--- config.mk ---
export PLATFORM = sky130hd
export DESIGN_NAME = gpio_in_debounce
export DESIGN_NICKNAME = d
export VERILOG_FILES = /design/src/rtl/gpio_in_pkg.sv /design/src/rtl/gpio_debounce_bit.sv /design/src/rtl/gpio_in_debounce.sv
export SDC_FILE = /design/constraint.sdc
export NUM_CORES = 1
export LEC_CHECK = 0
export BUFFER_PORTS_ARGS = -buffer_cell sky130_fd_sc_hd__buf_2
export CAP_MARGIN = 15
export CORE_MARGIN = 2
export CORE_UTILIZATION = 30
export CTS_CLUSTER_SIZE = 40
export DETAILED_ROUTE_END_ITERATION = 6
export PLACE_DENSITY = 0.57
export RECOVER_POWER = 100
export SLEW_MARGIN = 20
export SYNTH_ARGS = -nofsm -noshare
export SYNTH_HDL_FRONTEND = slang
export SYNTH_SLANG_ARGS = --single-unit
--- constraint.sdc ---
create_clock -name clk -period 3 [get_ports clk]
set_input_delay 0.75 -clock clk [delete_from_list [all_inputs] [get_ports clk]]
set_output_delay 0.75 -clock clk [all_outputs]
set_load 0.02 [all_outputs]
--- src/rtl/gpio_in_pkg.sv ---
// Shared defaults and width helpers for the GPIO input debounce path.
package gpio_in_pkg;

  localparam int unsigned DEF_WIDTH        = 8;
  localparam int unsigned DEF_TICK_DIV     = 1024;
  localparam int unsigned DEF_STABLE_TICKS = 16;
  localparam int unsigned DEF_SYNC_STAGES  = 2;

  // Bits needed to hold n_states distinct values, never less than one.
  function automatic int unsigned cnt_width(input int unsigned n_states);
    return (n_states <= 2) ? 1 : $clog2(n_states);
  endfunction

endpackage

--- src/rtl/gpio_debounce_bit.sv ---
// One pin: synchroniser, stability counter, debounced level and edge pulses.
module gpio_debounce_bit
  import gpio_in_pkg::*;
#(
  parameter int unsigned STABLE_TICKS = DEF_STABLE_TICKS,
  parameter int unsigned SYNC_STAGES  = DEF_SYNC_STAGES,
  parameter logic        RESET_LEVEL  = 1'b0
) (
  input  logic clk,
  input  logic resetn,
  input  logic i_pin,
  input  logic i_tick,
  output logic o_level,
  output logic o_rise,
  output logic o_fall
);

  localparam int unsigned CW = cnt_width(STABLE_TICKS + 1);

  logic [SYNC_STAGES-1:0] r_sync;
  logic [CW-1:0]          r_cnt;
  logic                   r_level;
  logic                   r_rise;
  logic                   r_fall;
  logic                   w_s;

  assign w_s = r_sync[SYNC_STAGES-1];

  // Metastability chain from the asynchronous pad.
  always_ff @(posedge clk or negedge resetn) begin
    if (!resetn) begin
      r_sync <= {SYNC_STAGES{RESET_LEVEL}};
    end else begin
      r_sync <= {r_sync[SYNC_STAGES-2:0], i_pin};
    end
  end

  // Accept a new value only after it survives STABLE_TICKS ticks; any glitch restarts.
  always_ff @(posedge clk or negedge resetn) begin
    if (!resetn) begin
      r_cnt   <= '0;
      r_level <= RESET_LEVEL;
      r_rise  <= 1'b0;
      r_fall  <= 1'b0;
    end else begin
      r_rise <= 1'b0;
      r_fall <= 1'b0;
      if (w_s == r_level) begin
        r_cnt <= '0;
      end else if (i_tick) begin
        if (r_cnt == CW'(STABLE_TICKS - 1)) begin
          r_level <= w_s;
          r_cnt   <= '0;
          r_rise  <= w_s;
          r_fall  <= ~w_s;
        end else begin
          r_cnt <= r_cnt + CW'(1);
        end
      end
    end
  end

  assign o_level = r_level;
  assign o_rise  = r_rise;
  assign o_fall  = r_fall;

endmodule

--- src/rtl/gpio_in_debounce.sv ---
// Debounced GPIO inputs with edge pulses and a single-entry change-event register.
module gpio_in_debounce
  import gpio_in_pkg::*;
#(
  parameter int unsigned WIDTH        = DEF_WIDTH,
  parameter int unsigned TICK_DIV     = DEF_TICK_DIV,
  parameter int unsigned STABLE_TICKS = DEF_STABLE_TICKS,
  parameter int unsigned SYNC_STAGES  = DEF_SYNC_STAGES,
  parameter logic        RESET_LEVEL  = 1'b0
) (
  input  logic             clk,
  input  logic             resetn,
  input  logic [WIDTH-1:0] pins,
  output logic [WIDTH-1:0] level,
  output logic [WIDTH-1:0] rise,
  output logic [WIDTH-1:0] fall,
  output logic             evt_valid,
  input  logic             evt_ready,
  output logic [WIDTH-1:0] evt_level,
  output logic [WIDTH-1:0] evt_mask,
  output logic             ovf,
  input  logic             ovf_clr
);

  localparam int unsigned PW = cnt_width(TICK_DIV);

  logic [PW-1:0]    r_presc;
  logic             w_tick;
  logic [WIDTH-1:0] w_chg;
  logic             w_accept;
  logic             w_ovf_set;
  logic             r_evt_valid;
  logic [WIDTH-1:0] r_evt_level;
  logic [WIDTH-1:0] r_evt_mask;
  logic             r_ovf;

  assign w_tick = (r_presc == PW'(TICK_DIV - 1));

  // Shared sample-tick prescaler, 0..TICK_DIV-1.
  always_ff @(posedge clk or negedge resetn) begin
    if (!resetn) begin
      r_presc <= '0;
    end else if (w_tick) begin
      r_presc <= '0;
    end else begin
      r_presc <= r_presc + PW'(1);
    end
  end

  for (genvar g = 0; g < WIDTH; g++) begin : g_bit
    gpio_debounce_bit #(
      .STABLE_TICKS (STABLE_TICKS),
      .SYNC_STAGES  (SYNC_STAGES),
      .RESET_LEVEL  (RESET_LEVEL)
    ) u_bit (
      .clk     (clk),
      .resetn  (resetn),
      .i_pin   (pins[g]),
      .i_tick  (w_tick),
      .o_level (level[g]),
      .o_rise  (rise[g]),
      .o_fall  (fall[g])
    );
  end

  assign w_chg     = rise | fall;
  assign w_accept  = r_evt_valid & evt_ready;
  assign w_ovf_set = (|w_chg) & r_evt_valid & ~evt_ready & (|(r_evt_mask & w_chg));

  // Event holding register: load when free or being read, otherwise merge.
  always_ff @(posedge clk or negedge resetn) begin
    if (!resetn) begin
      r_evt_valid <= 1'b0;
      r_evt_level <= {WIDTH{RESET_LEVEL}};
      r_evt_mask  <= '0;
    end else if (w_chg == '0) begin
      if (w_accept) begin
        r_evt_valid <= 1'b0;
        r_evt_mask  <= '0;
      end
    end else if (!r_evt_valid || w_accept) begin
      r_evt_valid <= 1'b1;
      r_evt_level <= level;
      r_evt_mask  <= w_chg;
    end else begin
      r_evt_level <= level;
      r_evt_mask  <= r_evt_mask | w_chg;
    end
  end

  // Sticky overflow; a new set outranks a simultaneous clear.
  always_ff @(posedge clk or negedge resetn) begin
    if (!resetn) begin
      r_ovf <= 1'b0;
    end else if (w_ovf_set) begin
      r_ovf <= 1'b1;
    end else if (ovf_clr) begin
      r_ovf <= 1'b0;
    end
  end

  assign evt_valid = r_evt_valid;
  assign evt_level = r_evt_level;
  assign evt_mask  = r_evt_mask;
  assign ovf       = r_ovf;

endmodule

* Word level (Yosys, flattened, before mapping) *
Index checks and enable logic that the tools add are counted.

operators by class
  bitwise logic cells = 24
  mux-type cells = 81
  add/subtract/negate cells = 9
  reductions and logical operators = 24
  eq/ne operators = 18

operators with widths
  cell                   number
  $mux 5                 24
  $mux 1                 53
  $add 5x1->5 const B    8
  $eq 5x4->1 const B     8
  $mux 8                 3
  $reduce_and 3->1       8
  $reduce_bool 2->1      10
  $not 1->1              17
  $or 8x8->8             2
  $reduce_or 8->1        2
  $add 10x1->10 const B  1
  $eq 10x10->1 const B   1
  $mux 10                1
  $and 8x8->8            1
  $eq 1x1->1             8
  $logic_not 8->1        1
  $and 1x1->1            4
  $ne 2x2->1 const B     1
  $reduce_and 2->1       1
  $logic_not 1->1        1
  $logic_or 1x1->1       1

storage, ports and cells
  input port bits = 12
  flip-flop bits (word level) = 108
  output and inout port bits = 42

* Logic depth before layout (Yosys ltp) *
Gate-level depths: netlist of the first run.

  depth after elaboration = 6
  depth in mapped cells = 8
  depth with buffers taken out = 5

* Cells and area by module *
A second synthesis of the first run with hierarchy kept.

second synthesis, totals
  cells, all modules = 360
  area total of the unflattened synthesis = 4644.5 um2

by module, submodules not included
  module             seq. area each (um2)  cells an instance  area an instance (um2)  times used
  gpio_debounce_bit  250.2                 33                 427.9                   8
  gpio_in_debounce   700.7                 96                 1221.2                  1

* Least setup slack after synthesis of the first run *
Ideal clock, no wire load.

  path type = register to register
  from = reg r_presc[0]
  to = reg g_bit[0].u_bit.r_level
  slack = 1.127 ns
  required time = 2.875 ns
  buffers on the path = 2
  setup time = 0.125 ns
  period minus slack after synthesis = 1.873 ns
  data arrival time = 1.748 ns
  cell stages (with the launch flop) = 8
  cells stage by stage = dfrtp_1 > ha_1 > nand3_2 > or3_1 > buf_2 > buf_6 > nor2_1 > mux2_2

on the way
  word-level cells in the longest chain between the ends = 2

ends and longest elaborated chain
  what                        RTL line                 RTL
  start, declared             gpio_in_debounce.sv:27   logic [PW-1:0] r_presc;
  start signal, assigned      gpio_in_debounce.sv:46   r_presc <= r_presc + PW'(1);
  $eq 10x10->1                gpio_in_debounce.sv:37   assign w_tick = (r_presc == PW'(TICK_DIV - 1));
  $reduce_and 3->1 (no line)  n/a
  end signal, assigned        gpio_debounce_bit.sv:52  r_level <= w_s;
  end, declared               gpio_debounce_bit.sv:22  logic r_level;

Every way passes these cells.
A chain may end at the register's enable or synchronous reset.

* Final worst setup path of the first run *
  from = reg r_presc[0]
  to = reg g_bit[1].u_bit.r_cnt[3]

on the way
  word-level cells in the longest chain between the ends = 2

ends and longest elaborated chain
  what                         RTL line                 RTL
  $eq 10x10->1                 gpio_in_debounce.sv:37
  $reduce_bool 2->1 (no line)  n/a
  end signal, assigned         gpio_debounce_bit.sv:57  r_cnt <= r_cnt + CW'(1);
  end, declared                gpio_debounce_bit.sv:21  logic [CW-1:0] r_cnt;

Every way passes these cells.

==> impl_metrics.ini, run 1 <==
[layout]
fin_util_pct = 34.2
finalNonFillerCells = 636
nFillCells = 1542
fin_nets = 464
n_antenna_cell = 0
layout-drive-gt1-share_pct = 12.3
area_growth_pct = 11.3

[clocking]
cts_buffer_depth = 2
cts_tree = built
ctsResizeCount = 0
clock_latency_ps = 340
htree_levels = 3
cts_sinks = 108
cts_setup_buffers = 0
cts_root_buffer = clkbuf_16
hold_buffers = 0
cts-buffers-inserted = 9
path_clk_slew_ps = 70

[routing]
wl_met1_um = 4170
ant_nets = 0
first_iter_violations = 216
wl_per_cell_um = 14.2
dr.pass1.iters = 4
vias = 3138
route.detailed.drc = 0
avgViaCountPerCell = 4.93
wl_met2_um = 4410
met3_length_um = 403
wl_um = 9040
top_layer = met4

[place]
place_hpwl_um = 6250
place_ws_ps = 741
gp_congestion = 0.808
dpl.cell_count = 620
port-buffer-count = 53

[grt]
grt_max_degree = 57
grt_pass1_vias = 3130
antenna_found_initial = 0
grt_pass1_wl_um = 15200
grt_use_total_pct = 11.6
grt-ovfl-total = 0

[logic_synthesis]
ys_types = 36
ys.flop_type = dfrtp_1
ys_ff_latch = 108
synth_area_leaders = dfrtp_1 58%, buf_4 3.9%, mux2_2 3.9%
post-synth-top-area-cell = dfrtp_1
synth_edf_count = 0
synth_seq_area_share_pct = 58.0
syn_nets = 431
syn-cell-area_sq_um = 4660
yosysWarningCount = 0
synthArstFlopShare_pct = 100
syn_area_per_cell_sq_um = 11.4
synthCells = 410
synth_top_area_share_pct = 58.0

[timing]
setup_viol_count_final = 0
max_slew_margin_pct = 7.00
drv_slew = 0
hold_viol_final = 0
setup_tns_ps = 0
post-route-period-util_pct = 76.3
worst_pin_slew_ps = 1390
skew_ps = 4.67
fin_crit_ps = 2290
worst_slack_ps = 710
max_freq_mhz = 437
rsz0062_at_grt = no

[pwr]
internal_power_mw = 2.05
swShare_pct = 22.0
ir_worst_vdd_uv = 243
p_clk_share_pct = 41.6
p_comb_share_pct = 2.2
leakage_nw = 2.43
p_switching_mw = 0.578
power.density_nw_per_um2 = 505
sequentialPowerShare_pct = 56.2

[die]
start_util_pct = 30.7
dieArea_sq_um = 16600
boundaryPins = 54
die_x_um = 129
core_area_sq_um = 15200
rows = 45
die_height_um = 129

[worst_setup_path]
crit_slowest_cell = or3_1
critPathBufInv = 1
cp_cell_sequence = ha_1, nand3_1, or3_1, buf_12, or4_1, o21ai_0
critPathTopFamily = simple AND/OR/NAND/NOR gates
required_ps = 3250
crit_fanout = 32
path_class = flop to flop
slowest_delay_ps = 600
worstPathArrival_ps = 2540
startpoint_type = flop
cp-end-kind = flop

[outcome]
status = finished, final reports clean

[worst_hold_path]
hp-class = flop to flop

[run]
drv_cap = 0
cells in the mapped netlist, types with 2 or more instances:
| cell | count |
|---|---|
| dfrtp_1 | 108 |
| nand2_1 | 46 |
| a21oi_1 | 29 |
| buf_4 | 24 |
| nor2_1 | 24 |
| o21ai_0 | 18 |
| mux2_2 | 16 |
| nand3_1 | 14 |
| xor2_1 | 13 |
| and3_1 | 10 |
| xnor2_1 | 10 |
| ha_1 | 9 |
| nor4_1 | 9 |
| a211o_1 | 8 |
| a31o_2 | 8 |
| a41oi_1 | 5 |
| buf_2 | 5 |
| nand3b_1 | 5 |
| nand4_1 | 5 |
| nand4b_1 | 5 |
| or4_1 | 5 |
| clkbuf_1 | 4 |
| nor3_1 | 4 |
| or3_1 | 4 |
| a32o_1 | 3 |
| and2_1 | 3 |
| nor3b_1 | 3 |
| o211a_1 | 3 |
| buf_6 | 2 |
| o211ai_1 | 2 |
sequential cells by signal, indices dropped and copies added, names as in the netlist:
name and count:
r_presc 10, g_bit.u_bit.o_level 8, g_bit.u_bit.o_fall 8, evt_level 8, evt_mask 8, g_bit.u_bit.r_sync 16, g_bit.u_bit.o_rise 8, g_bit.u_bit.r_cnt 40
evt_valid 1, ovf 1
layout by cell type, fill, tap and decap left out, types with 5 or more instances in the layout:
master     instances
nand2_1           46
nor2_1            24
nor4_1             9
ha_1               9
mux2_2            16
clkbuf_16          9
buf_2             10
o21ai_0           18
clkbuf_1          43
a31o_2             8
a41oi_1            5
nand4b_1           5
xnor2_1           10
a21oi_1           29
a211o_1            8
or4_1              5
nand4_1            5
nand3_1           15
and3_1            10
xor2_1            13
dfrtp_1          108
nand3b_1           5
through the flow:
| step | power (mW) | instance area (sq um) | hold slack (ps) |
|---|---|---|---|
| 6_report | 2.62 | 5190 | 350 |
| 5_1_grt | 2.75 | 5190 | 367 |
| 4_1_cts | 2.67 | 5270 | 352 |
| 3_5_place_dp | 1.57 | 5000 | 335 |
| 3_3_place_gp | 1.56 | 5000 | 334 |
| 2_1_floorplan | 1.52 | 4660 | 331 |
cells by family after synthesis:
family,share of synthesized area [%]
adders and majority gates,2.41
muxes,3.86
and+or+nand+nor,15.2
xor gates and xnor gates,4.32
DFF,58.0
buffers and inverters,5.29
AOI/OAI and AO/OA,10.9
path summary, 6_finish.rpt:
check                                          from                       end  slack [ps]  cells past startpoint
hold / removal             g_bit[3].u_bit.r_sync[0]  g_bit[3].u_bit.r_sync[1]         350                      0
setup reg to reg                         r_presc[0]   g_bit[1].u_bit.r_cnt[3]         710                      6
hold reg to reg            g_bit[3].u_bit.r_sync[0]  g_bit[3].u_bit.r_sync[1]         350                      0
min in group asynchronous                    resetn              evt_level[0]         720                      1
max in group asynchronous                    resetn              evt_level[3]         780                      2
setup / recovery                         r_presc[0]   g_bit[1].u_bit.r_cnt[3]         710                      6
area by class of cell:
class	count	area, sq um	share of cell area [%]
inverters	1	3.75	0.0723
repair buffers	57	264	5.08
flip-flops and latches	108	2700	52.0
multi-input cells	266	1710	32.9
clock buffers	9	225	4.34
clock inverters	7	52.6	1.01
well taps	188	235	4.53
routing by layer:
metal,up-vias,global-route usage [%]
met3,2,2.91
met2,49,19.1
li1,1516,-
met1,1571,15.0
met5,-,0
met4,0,3.96
power groups by stage:
stage | Combinational, mW | Sequential, mW | Clock (mW)
4_1_cts | 0.0617 | 1.48 | 1.14
6_report | 0.0564 | 1.48 | 1.09
3_3_place_gp | 0.0610 | 1.50 | 0
3_5_place_dp | 0.0615 | 1.50 | 0
2_1_floorplan | 0.0169 | 1.50 | 0
5_1_grt | 0.0663 | 1.48 | 1.20
Note: power is estimated with default switching activity, not from simulation.
==> run 2, diff against run 1 <==
--- a/config.mk
+++ b/config.mk
@@ -11,7 +11,7 @@
 export CORE_UTILIZATION = 30
 export CTS_CLUSTER_SIZE = 40
 export DETAILED_ROUTE_END_ITERATION = 6
-export PLACE_DENSITY = 0.57
+export PLACE_DENSITY = 0.58
 export RECOVER_POWER = 100
 export SLEW_MARGIN = 20
 export SYNTH_ARGS = -nofsm -noshare
==> constraint.sdc (replaced) <==
create_clock -name clk -period 2 [get_ports clk]
set_input_delay 0.5 -clock clk [delete_from_list [all_inputs] [get_ports clk]]
set_output_delay 0.5 -clock clk [all_outputs]
set_load 0.02 [all_outputs]
==> run 2 against run 1 <==
Effect of this change: global-route usage rose by 0.19 points; final area rose by 3.1%; worst hold slack got worse by 110 ps; total power rose by 49%; critical path type unchanged; final cell count rose by 2.0%; sequential power rose by 49%; highest routed layer unchanged; largest cell class unchanged; clock skew rose by 3.8 ps; register-to-register slack got worse by 610 ps; first-iteration DRC count rose by 50%; sequential share of layout area fell by 1.6 points; largest power group unchanged; maximum frequency rose by 21%.
==> impl_metrics.ini, run 2 (same netlist as run 1, synthesis figures left out) <==
[layout]
area_growth_pct = 14.8
mostFrequentLayoutCells = 108 x dfrtp_1, 52 x buf_2, 46 x nand2_1, 29 x a21oi_1, 24 x nor2_1
top_register = g_bit.u_bit.r_cnt
finalNonFillerCells = 649
fin_util_pct = 35.2
nFillCells = 1496
fin_nets = 477
reg.largest.list = g_bit.u_bit.r_cnt x40, g_bit.u_bit.r_sync x16, r_presc x10
largest_reg_flops = 40
n_antenna_cell = 0
layout-drive-gt1-share_pct = 24.5
mostFrequentLayoutCell = dfrtp_1

[grt]
grt_pass1_wl_um = 15400
grt-ovfl-total = 0
antenna_found_initial = 0
grt_use_total_pct = 11.8
grt_pass1_vias = 3096
grt_max_degree = 42

[clocking]
clock_latency_ps = 340
cts_buffer_depth = 2
cts_sinks = 108
cts_tree = built
path_clk_slew_ps = 60
htree_levels = 3
cts-buffers-inserted = 9
hold_buffers = 0
cts_root_buffer = clkbuf_16

[pwr]
sequentialPowerShare_pct = 56.5
internal_power_mw = 3.09
p_clk_share_pct = 41.3
ir_worst_vdd_uv = 433
leakage_nw = 2.69
p_comb_share_pct = 2.2
power.density_nw_per_um2 = 732
swShare_pct = 21.2
p_switching_mw = 0.831

[die]
start_util_pct = 30.7
boundaryPins = 54
rows = 45
dieArea_sq_um = 16600
die_x_um = 129
core_area_sq_um = 15200
die_height_um = 129

[worst_setup_path]
reg2reg_from = r_presc[0]
critPathTopFamily = simple AND/OR/NAND/NOR gates
path_class = flop to flop
slowest_delay_ps = 490
cp-endpoint = g_bit[1].u_bit.r_cnt[3]
crit_slowest_cell = or4_1
r2r_setup_slack_ps = 100
worstRegToRegCells = 6
cp.depth = 6
critPathBufInv = 1
cp_cell_sequence = ha_2, nand3_2, or3_4, buf_12, or4_1, o21ai_0
worstPathArrival_ps = 2150
startpoint_type = flop
cp-end-kind = flop
required_ps = 2250
crit_fanout = 19
crit_start = r_presc[0]
r2r_end = g_bit[1].u_bit.r_cnt[3]

[routing]
vias = 3193
ant_nets = 0
dr.pass1.iters = 4
wl_um = 9480
route.detailed.drc = 0
first_iter_violations = 323
wl_per_cell_um = 14.6
avgViaCountPerCell = 4.92

[place]
place_ws_ps = 36.7
place_hpwl_um = 6610
dpl.cell_count = 631
port-buffer-count = 53
gp_congestion = 0.824

[timing]
worst_pin_slew_ps = 911
post-route-period-util_pct = 94.9
skew_ps = 8.46
rsz0062_at_grt = no
setup_viol_count_final = 0
hold_slack_ps = 236
max_slew_margin_pct = 39.2
worst_slack_ps = 101
hold_viol_final = 0
setup_tns_ps = 0
fin_crit_ps = 1900
drv_slew = 0
max_freq_mhz = 527

[run]
drv_cap = 0

[outcome]
status = finished, final reports clean

[worst_hold_path]
hp-class = input pin to asynchronous set/reset pin
## run 2: cell count changes in the layout (fill, tap and decap cells not counted), sizes merged
cell / before / now
inv: 2 / 1
clkbuf: 54 / 16
buf: 12 / 65
clkinv: 5 / 4
## run 2: metrics by stage
step                power (mW)  cell area (sq um)
floorplan                 2.28               4660
global placement          2.35               5070
detailed placement        2.36               5070
CTS                       4.00               5340
global route              4.09               5350
finish                    3.92               5350
## run 2: repair_timing
action / in CTS / in global routing
setup endpoints to repair: 0 / 7
buffers inserted: 0 / 1
gates resized for setup: 0 / 2
## run 2: worst register-to-register path, stage by stage, from the launching register on
cell and delay, ps:
dfrtp_1 370, ha_2 200, nand3_2 80, or3_4 400
buf_12 170, or4_1 500, o21ai_0 100
## run 2: layout make-up
class / count / area, sq um / share of cell area (%)
sequential: 108 / 2700 / 50.5
multi-input combinational: 266 / 1730 / 32.3
timing repair buffer: 70 / 414 / 7.74
clock buffer: 11 / 243 / 4.53
tap: 188 / 235 / 4.39
clock inverter: 5 / 27.5 / 0.514
inverter: 1 / 3.75 / 0.0701
## run 2: worst min-delay path by stage
stage / start / endpoint / slack (ps) / cells past startpoint
final: resetn / g_bit[5].u_bit.r_sync[0] / 240 / 1
after CTS: resetn / g_bit[5].u_bit.r_sync[0] / 110 / 1
after detailed placement: g_bit[3].u_bit.r_sync[0] / g_bit[3].u_bit.r_sync[1] / 330 / 0
after global routing: pins[7] / g_bit[7].u_bit.r_sync[0] / 250 / 1
after global placement: g_bit[7].u_bit.r_sync[0] / g_bit[7].u_bit.r_sync[1] / 330 / 0
after floorplan: resetn / evt_level[0] / 200 / 0
## run 2: metal layers
layer  vias to the layer above  routed length (um)  GRT usage (%)
met4                         0                 181           6.59
met2                        82                4350           17.6
met1                      1560                4500           16.2
met5                         -                   0              0
met3                        13                 445           2.33
li1                       1538                   -              -
## run 2: power by group through the flow
stage	clock, mW	sequential, mW	combinational (mW)
after detailed placement	0	2.26	0.0987
after global routing	1.77	2.22	0.104
after CTS	1.69	2.21	0.0988
after floorplan	0	2.25	0.0253
after global placement	0	2.26	0.0964
final	1.62	2.21	0.0871
